==> src/rtl/spi_dispatch_pkg.sv <==
// spi_dispatch_pkg
//   Shared types for the SPI command dispatcher: FSM state encoding, the
//   queued command record, opcode constants and the checksum helper.
//   data[4] is the first payload word received on SPI; data[0] the last.
package spi_dispatch_pkg;

   typedef enum logic [1:0] {
      IDLE  = 2'd0,
      CHECK = 2'd1,
      SEND  = 2'd2
   } state_t;

   localparam logic [7:0] OP_NOP    = 8'h00;
   localparam int         MAX_WORDS = 5;
   localparam int         CMD_W     = 16;

   typedef struct packed {
      logic [7:0]                      opcode;
      logic [MAX_WORDS-1:0][CMD_W-1:0] data;
   } cmd_t;

   // XOR of the zero-extended opcode and the four streamable words.
   function automatic logic [CMD_W-1:0] csum_calc(input cmd_t c);
      return {8'h00, c.opcode} ^ c.data[4] ^ c.data[3] ^ c.data[2] ^ c.data[1];
   endfunction

endpackage

==> src/rtl/spi_cmd_queue.sv <==
// spi_cmd_queue
//   Synchronous FIFO of whole commands (cmd_t). Read data is presented
//   combinationally from the head entry. A push while full is accepted only
//   when a pop happens in the same cycle (the slot being vacated is reused).
// Ports:
//   clk_sys, rstb   clock, async active-low reset
//   push, din       push request and command
//   pop, dout       pop request and head command
//   push_acc        push was accepted this cycle
//   full, empty     occupancy flags
module spi_cmd_queue
   import spi_dispatch_pkg::*;
#(
   parameter int DEPTH = 2
) (
   input  logic clk_sys,
   input  logic rstb,
   input  logic push,
   input  cmd_t din,
   input  logic pop,
   output cmd_t dout,
   output logic push_acc,
   output logic full,
   output logic empty
);

   localparam int AW = $clog2(DEPTH);

   cmd_t          mem [DEPTH];
   logic [AW-1:0] wr_ptr;
   logic [AW-1:0] rd_ptr;
   logic [AW:0]   count;
   logic          pop_acc;

   assign full     = (count == (AW+1)'(DEPTH));
   assign empty    = (count == '0);
   assign pop_acc  = pop && !empty;
   assign push_acc = push && (!full || pop_acc);
   assign dout     = mem[rd_ptr];

   // DEPTH is a power of two, so pointers wrap naturally.
   always_ff @(posedge clk_sys or negedge rstb) begin
      if (!rstb) begin
         wr_ptr <= '0;
         rd_ptr <= '0;
         count  <= '0;
      end else begin
         if (push_acc) wr_ptr <= wr_ptr + 1'b1;
         if (pop_acc)  rd_ptr <= rd_ptr + 1'b1;
         case ({push_acc, pop_acc})
            2'b10:   count <= count + 1'b1;
            2'b01:   count <= count - 1'b1;
            default: count <= count;
         endcase
      end
   end

   // Storage needs no reset: the pointers decide what is valid.
   always_ff @(posedge clk_sys) begin
      if (push_acc) mem[wr_ptr] <= din;
   end

endmodule

==> src/rtl/spi_cmd_dispatch.sv <==
// spi_cmd_dispatch
//   Buffers deframed SPI commands in a small queue, decodes the opcode and
//   streams N = opcode[2:0] payload words (SPI arrival order) on a
//   valid/ready word interface. Illegal opcodes and queue overflow pulse
//   error flags; NOP (0x00) is silently retired.
// Build option:
//   SPI_DISPATCH_CSUM_EN  data[0] carries a checksum; mismatches pulse
//                         err_csum and N = 5 becomes illegal.
// Ports:
//   clk_sys, rstb               clock, async active-low reset
//   cmd_valid/opcode/data       command from the deframer (1-cycle pulse)
//   out_valid/ready/word        payload stream
//   out_opcode/idx/last         beat side-band, stable while stalled
//   busy                        FSM active or queue not empty
//   cmd_drop, err_opcode        1-cycle error pulses
//   err_csum                    1-cycle pulse (checksum build only)
module spi_cmd_dispatch
   import spi_dispatch_pkg::*;
#(
   parameter int CMD_DEPTH = 2,
   parameter int WORD_W    = 16
) (
   input  logic              clk_sys,
   input  logic              rstb,
   input  logic              cmd_valid,
   input  logic [7:0]        cmd_opcode,
   input  logic [WORD_W-1:0] cmd_data [4:0],
   output logic              out_valid,
   input  logic              out_ready,
   output logic [WORD_W-1:0] out_word,
   output logic [7:0]        out_opcode,
   output logic [2:0]        out_idx,
   output logic              out_last,
   output logic              busy,
   output logic              cmd_drop,
   output logic              err_opcode
`ifdef SPI_DISPATCH_CSUM_EN
   ,
   output logic              err_csum
`endif
);

`ifdef SPI_DISPATCH_CSUM_EN
   // The checksum word itself is never streamed.
   localparam logic [2:0] MAX_N = 3'(MAX_WORDS - 1);
`else
   localparam logic [2:0] MAX_N = 3'(MAX_WORDS);
`endif

   state_t state;
   cmd_t   work;
   cmd_t   q_din;
   cmd_t   q_dout;
   logic   q_pop;
   logic   q_push_acc;
   logic   q_full;
   logic   q_empty;

   always_comb begin
      q_din        = '0;
      q_din.opcode = cmd_opcode;
      for (int i = 0; i < MAX_WORDS; i++) q_din.data[i] = cmd_data[i];
   end

   // Only IDLE drains the queue, one whole command at a time.
   assign q_pop = (state == IDLE) && !q_empty;

   spi_cmd_queue #(.DEPTH(CMD_DEPTH)) u_queue (
      .clk_sys  (clk_sys),
      .rstb     (rstb),
      .push     (cmd_valid),
      .din      (q_din),
      .pop      (q_pop),
      .dout     (q_dout),
      .push_acc (q_push_acc),
      .full     (q_full),
      .empty    (q_empty)
   );

   // Decode of the command held in the working registers.
   logic [2:0] w_n;
   logic       w_nop;
   logic       w_illegal;
   logic [2:0] next_idx;

   assign w_n       = work.opcode[2:0];
   assign w_nop     = (work.opcode == OP_NOP);
   assign w_illegal = !w_nop && ((w_n == 3'd0) || (w_n > MAX_N));
   assign next_idx  = out_idx + 3'd1;

`ifdef SPI_DISPATCH_CSUM_EN
   logic w_csum_bad;
   assign w_csum_bad = (work.data[0] != csum_calc(work));
`endif

   assign busy = (state != IDLE) || !q_empty;

   always_ff @(posedge clk_sys or negedge rstb) begin
      if (!rstb) begin
         state      <= IDLE;
         work       <= '0;
         out_valid  <= 1'b0;
         out_word   <= '0;
         out_opcode <= '0;
         out_idx    <= '0;
         out_last   <= 1'b0;
         cmd_drop   <= 1'b0;
         err_opcode <= 1'b0;
`ifdef SPI_DISPATCH_CSUM_EN
         err_csum   <= 1'b0;
`endif
      end else begin
         cmd_drop   <= cmd_valid && !q_push_acc;
         err_opcode <= 1'b0;
`ifdef SPI_DISPATCH_CSUM_EN
         err_csum   <= 1'b0;
`endif
         case (state)
            IDLE: begin
               if (!q_empty) begin
                  work  <= q_dout;
                  state <= CHECK;
               end
            end
            CHECK: begin
               if (w_nop) begin
                  state <= IDLE;
               end else if (w_illegal) begin
                  err_opcode <= 1'b1;
                  state      <= IDLE;
               end
`ifdef SPI_DISPATCH_CSUM_EN
               else if (w_csum_bad) begin
                  err_csum <= 1'b1;
                  state    <= IDLE;
               end
`endif
               else begin
                  // First beat is registered here so out_valid rises with SEND.
                  out_valid  <= 1'b1;
                  out_word   <= work.data[4];
                  out_opcode <= work.opcode;
                  out_idx    <= 3'd0;
                  out_last   <= (w_n == 3'd1);
                  state      <= SEND;
               end
            end
            SEND: begin
               // Outputs only move on a handshake, so they hold during stalls.
               if (out_ready) begin
                  if (out_last) begin
                     out_valid  <= 1'b0;
                     out_last   <= 1'b0;
                     out_word   <= '0;
                     out_opcode <= '0;
                     out_idx    <= '0;
                     state      <= IDLE;
                  end else begin
                     out_idx  <= next_idx;
                     out_word <= work.data[3'd4 - next_idx];
                     out_last <= (next_idx == w_n - 3'd1);
                  end
               end
            end
            default: state <= IDLE;
         endcase
      end
   end

endmodule

==> config.mk <==
export PLATFORM = sky130hd
export DESIGN_NAME = spi_cmd_dispatch
export DESIGN_NICKNAME = d
export VERILOG_FILES = /design/src/rtl/spi_dispatch_pkg.sv /design/src/rtl/spi_cmd_queue.sv /design/src/rtl/spi_cmd_dispatch.sv
export SDC_FILE = /design/constraint.sdc
export NUM_CORES = 1
export LEC_CHECK = 0
export CELL_PAD_IN_SITES_DETAIL_PLACEMENT = 1
export CELL_PAD_IN_SITES_GLOBAL_PLACEMENT = 2
export CORE_ASPECT_RATIO = 1.4
export CORE_MARGIN = 2
export CORE_UTILIZATION = 40
export CTS_CLUSTER_SIZE = 30
export DETAILED_ROUTE_END_ITERATION = 8
export GPL_TIMING_DRIVEN = 1
export PLACE_DENSITY_LB_ADDON = 0.15
export REMOVE_ABC_BUFFERS = 1
export SLEW_MARGIN = 20
export SYNTH_ARGS = -nofsm -noshare
export SYNTH_HDL_FRONTEND = slang
export SYNTH_SLANG_ARGS = --single-unit
==> constraint.sdc <==
create_clock -name clk_sys -period 6.3 [get_ports clk_sys]
set_input_delay 1.26 -clock clk_sys [delete_from_list [all_inputs] [get_ports clk_sys]]
set_output_delay 1.26 -clock clk_sys [all_outputs]
set_load 0.02 [all_outputs]
-- Word-level counts from Yosys, hierarchy flattened
Memory sizes are Yosys's and may differ from the RTL's. A register that Yosys moved wholly into a read port is not among the register bits.
Index checks and enable logic that the tools add are counted.
- register bits: 37
- latch bits: 0
- bits in writable memories: 176
- bits in read-only memories: 0
- bits of input ports: 92
- memories: 1
- memory list (name ; depth ; bits a word ; rd ports ; clocked after memory_dff ; write ports ; line ; text):
    u_queue.mem ; 2 ; 88 ; 1 ; 1 ; 1 ; spi_cmd_queue.sv:29 ; cmd_t mem [DEPTH];
- add/sub/neg operators: 7
- multipliers: 0
- divide/modulo/power cells: 0
- order comparisons: 2
- equality and inequality tests: 12
- shift-type cells: 0
- mux-type cells: 39
- bitwise logic cells: 1
- reduce and logical (&&, ||, !) cells: 24
- operators with widths (kind ; count):
    2-to-1 mux 16 bit ; 5
    binary-select mux 16 bit (select 3 bit) ; 1
    2-to-1 mux 8 bit ; 4
    case mux 16 bit (2 select lines) ; 1
    case mux 8 bit (2 select lines) ; 1
    2-to-1 mux 1 bit ; 13
    2-to-1 mux 3 bit ; 4
    2-to-1 mux 2 bit ; 5
    != test 2 bit, second input constant ; 5
    zero test 8 bit ; 1
    == test 2 bit, second input constant ; 3
    case mux 2 bit (3 select lines) ; 1
    case mux 3 bit (2 select lines) ; 1
    nonzero test 2 bit ; 3
    logical AND 1 bit ; 5
    zero test 1 bit ; 5
    AND reduction 5 bit ; 1
    == test 2 x 1 -> 1 bit, second input constant ; 2
    zero test 2 bit ; 2
    less-than comparator 3 x 4 -> 1 bit, second input constant ; 1
    case mux 1 bit (2 select lines) ; 2
    case mux 2 bit (2 select lines) ; 1
    AND reduction 4 bit ; 1
    adder 3 x 1 -> 3 bit, second input constant ; 1
    13 further kinds ; 16

-- Logic depth before layout (Yosys ltp)
- word-level depth: 8
- depth in mapped cells: 8

-- Hierarchy
Synthesis repeated with hierarchy kept, for this count alone.
- cells, all modules: 664
- area, all modules: 11893.9 um2
- modules (own cells, without submodules) (module ; times used ; cells an instance ; area each (um2) ; sequential area each (um2)):
    spi_cmd_queue ; 1 ; 300 ; 6607.6 ; 5385.2
    spi_cmd_dispatch ; 1 ; 364 ; 5286.3 ; 3027.9

-- Worst setup path before layout
OpenSTA, ideal clock, no wires.
- path kind: input port to flip-flop
- start: in cmd_valid
- end: mem u_queue.mem[0][0] (netlist bit), enable pin
- library setup time: 0.536 ns
- arrival time: 5.136 ns
- slack: 0.628 ns
- stages: 2
- cell sequence: o21ai_0 > nor2_1
- word-level cells in the longest chain between the ends: 3
- ends and longest elaborated chain (element ; line ; text):
    from (decl) ; spi_cmd_dispatch.sv:25 ; input logic cmd_valid,
    logical AND 1 bit ; spi_cmd_queue.sv:38 ; assign push_acc = push && (!full || pop_acc);
    2-to-1 mux 1 bit ; spi_cmd_queue.sv:60 ; if (push_acc) mem[wr_ptr] <= din;
    2-to-1 mux 1 bit (not written as such) ; spi_cmd_queue.sv:60 ;
    to (decl) ; spi_cmd_queue.sv:29 ;
No other way between the ends.

-- Worst setup path in the final report
- start: reg out_idx[0]
- end: reg out_word[13]
- word-level cells in the longest chain between the ends: 7
- ends and longest elaborated chain (element ; line ; text):
    from (decl) ; spi_cmd_dispatch.sv:32 ; output logic [2:0] out_idx,
    from (signal assigned) ; spi_cmd_dispatch.sv:159 ; out_idx <= next_idx;
    adder 3 x 1 -> 3 bit ; spi_cmd_dispatch.sv:89 ; assign next_idx = out_idx + 3'd1;
    subtractor 3 bit ; spi_cmd_dispatch.sv:160 ; out_word <= work.data[3'd4 - next_idx];
    binary-select mux 16 bit (select 3 bit) ; spi_cmd_dispatch.sv:160 ;
    2-to-1 mux 16 bit (not written as such) ; spi_cmd_dispatch.sv:160 ;
    2-to-1 mux 16 bit ; spi_cmd_dispatch.sv:151 ; if (out_last) begin
    2-to-1 mux 16 bit ; spi_cmd_dispatch.sv:150 ; if (out_ready) begin
    case mux 16 bit (2 select lines) ; spi_cmd_dispatch.sv:118 ; case (state)
    to (signal assigned) ; spi_cmd_dispatch.sv:141 ; out_word <= work.data[4];
    to (signal assigned) ; spi_cmd_dispatch.sv:160 ;
    to (decl) ; spi_cmd_dispatch.sv:30 ; output logic [WORD_W-1:0] out_word,
No other way between the ends. The select of a mux whose other input is x is not followed.
A chain may end at the register's enable or synchronous reset.

==> out/summary.txt <==
Fill count: 2,923
Switching power: 0.002635 W
Commonest cells in the netlist: edfxtp_1, dfrtp_1, nor2_1
Startpoint Class: flip-flop
Netlist Area Pre-Place: 11,790 um^2
Most frequent cell after synthesis: edfxtp_1
Share of post-route cells with drive strength above 1: 6.740%
Worst VDD drop: 388.8 uV
CTS tree: built
I/O Pins: 124
Critical-path top delay cell: or3b_1
Die H: 207.2 um
Crit path required time: 6.73 ns
# port buffers: 123
Final setup viols: 0
HPWL after detailed placement: 15,170 um
Critical R2R Launch: out_idx[0]
Largest net degree at the start of global routing: 179
FF-to-FF End: out_word[13]
Pwr/cell area: 523.6 nW/um^2
Fmax: 286.1 MHz
Unrepaired setup endpoints after global routing: false
Critical Path AT: 3.92 ns
Hold path depth: 1
Drt wl/cell: 18.75 um
Syn_area_per_cell: 13.67 um^2
Clk sink count: 301
Internal: 0.004893 W
Htree depth: 1
Status: complete, no violations
Dpl cell area: 13,400 um^2
Vias in the first global route: 7,447
Synth Instances: 863
Worst-path clk slew: 0.06 ns
DRT Pass-1 Iters: 4
GRT Overall Usage: 16.93%
Count of unique library cells instantiated by Yosys: 42
Worst-path cell chain: ha_2, xor3_2, or3b_1, o2111a_1, a221o_1
Reg area: 8418 um^2
Synth Register Bits: 301
Initial Util: 40.57%
Top post-synthesis cells by area: edfxtp_1, dfrtp_1, mux2i_1
Power Total: 0.007528 W
Worst R2R Setup Slack: 2.80 ns
Max Cap Viol: 0
Ant diodes: 0
Post-synth EDFFs: 176
Net Sw Frac: 35.00%
Final instance area: 14,380 um^2
Crit path from: out_idx[0]
Max Slew Vio Count: 0
Worst slew pin tran: 0.9746 ns
Skew-Pair Late Insertion Delay: 0.55 ns
CTS buffer count: 29
Drt total wl: 25,760 um
Pleak: 5.547 nW
Worst reg2reg path depth: 5
Setup Skew: 0.006395 ns
DRC Markers: 0
Gr ovfl total: 0
Clock buffer depth: 3
Post-synthesis async set-or-reset flop share: 41.53%
Minimum clock period: 3.496 ns
Fin crit share: 55.48%
DR vias: 7,069
Final count of hold timing violations: 0
Comb power frac: 33.0%
Row cnt: 74
Post_cts resized: 0
Worst hold path type: reg -> reg
CP peak stage delay: 0.82 ns
Hold path endpoint: out_valid
Die X: 149.1 um
DR iter-0 viols: 304
Worst path bufs/invs: 0
Core Box Area: 29,070 um^2
Top-area cell type share of the netlist area: 44.81%
Hold Path Origin: out_valid
Critical path class: reg -> reg
Top delay family on crit path: simple AND/OR/NAND/NOR gates
Die ar.: 30,890 um^2
Seq pwr share: 43.3%
Final net count: 1,070
Area grow syn2layout: 21.91%
Slew margin rel.: 35.02%
Multi-input gate area: 3112 um^2
Clock share of power: 23.7%
Postcts setup bufs: 0
Initial antenna violation count: 0
First-pass GRT wire length: 41,180 um
Primary FF master, synth: edfxtp_1
Dpl cells: 1,321
Critical-path maximum fanout: 33
Sequential-to-total area share from yosys stat: 71.33%
DRT antenna net count: 0
Non-filler cells, final: 1,374
CP endpoint kind: flip-flop
Synth warn: 0
Vias per cell: 5.145
Hold buffer count at CTS: 0
Final Wtd Congestion: 0.6943
Yosys top cell by area: edfxtp_1
CTS root buf: clkbuf_16
-- registers in the layout, summed over array words and instances, names as in the netlist --
register	count
cmd_drop	1
err_opcode	1
out_idx	3
out_last	1
out_opcode	8
out_valid	1
out_word	16
state	2
u_queue.count	2
u_queue.mem	176
u_queue.rd_ptr	1
u_queue.wr_ptr	1
w_n	3
work	85
-- worst reg2reg max path: cells and delay by family (launching register included) --
family          cells  cell delay [ns]
simple gates        1             0.82
xor+xnor            1             0.76
flops               1             0.75
compound gates      2             0.71
fa+ha+maj           1             0.33
-- placed cells by master, fill, tap and decap left out, drive strengths merged, types with 20 or more instances in the layout --
master	synthesis	final
a21oi	90	90
clkbuf	41	43
clkdlybuf4s50	0	122
dfrtp	125	125
edfxtp	176	176
inv	20	20
mux2i	88	88
nand2	49	49
nor2	111	111
nor3	20	20
o21ai	26	26
-- area by class of cell --
cell class,count,share of cell area [%]
Clock buffer,43,5.761
Clock inverter,10,1.036
Inverter,20,0.5221
Multi-Input combinational cell,487,21.64
Sequential cell,301,58.55
Tap cell,380,3.307
Timing Repair Buffer,133,9.181
-- metrics by stage --
| step | utilization (%) | TNS [ns] | hold slack, ns | setup WS [ns] |
|---|---|---|---|---|
| after global routing | 49.45 | 0 | 0.5090 | 2.655 |
| final | 49.45 | 0 | 0.4794 | 2.805 |
| after detailed placement | 46.08 | 0 | 0.4731 | 2.396 |
| after CTS | 49.44 | 0 | 0.4877 | 2.777 |
| after floorplan | - | -326.21 | 0.4644 | -4.528 |
| after global placement | 46.08 | 0 | 0.4614 | 2.445 |
-- power groups by stage --
stage          registers [W]  logic (W)  clock network, W
6_report             0.00326    0.00248           0.00178
5_1_grt              0.00335    0.00277           0.00191
4_1_cts              0.00328    0.00254           0.00184
3_5_place_dp         0.00331    0.00253                 0
3_3_place_gp         0.00329    0.00248                 0
2_1_floorplan        0.00339    0.00156                 0
-- logic make-up (layout without fill, tap and decap cells) --
family / count (synthesis) / in the layout / synth area share [%]
muxes: 90 / 90 / 7.660
and+or+nand+nor: 210 / 210 / 7.649
buffers and inverters: 75 / 206 / 2.663
adders and majority gates: 6 / 6 / 0.6365
DFF: 301 / 301 / 71.33
xor gates and xnor gates: 11 / 11 / 0.9547
AOI/OAI and AO/OA: 170 / 170 / 9.102
-- worst max-delay path by stage --
stage	endpoint	slack [ns]	cells past startpoint
2_1_floorplan	u_queue.count[1]	-4.53	4
3_3_place_gp	u_queue.mem[0][85]	2.45	5
3_5_place_dp	u_queue.mem[0][7]	2.40	5
4_1_cts	out_word[13]	2.78	5
5_1_grt	out_word[7]	2.65	5
6_report	out_word[13]	2.80	5
-- per-layer routing --
layer | up-vias | part of all wire [%] | global-route usage (%) | wire [um]
li1 | 3359 | - | - | -
met3 | 31 | 3.6 | 2.247 | 940
met1 | 3558 | 43 | 22.07 | 11130
met2 | 121 | 51 | 29.83 | 13250
met5 | - | 0 | 0 | 0
met4 | 0 | 1.7 | 4.138 | 439
Note: power is estimated with default switching activity, not from simulation.
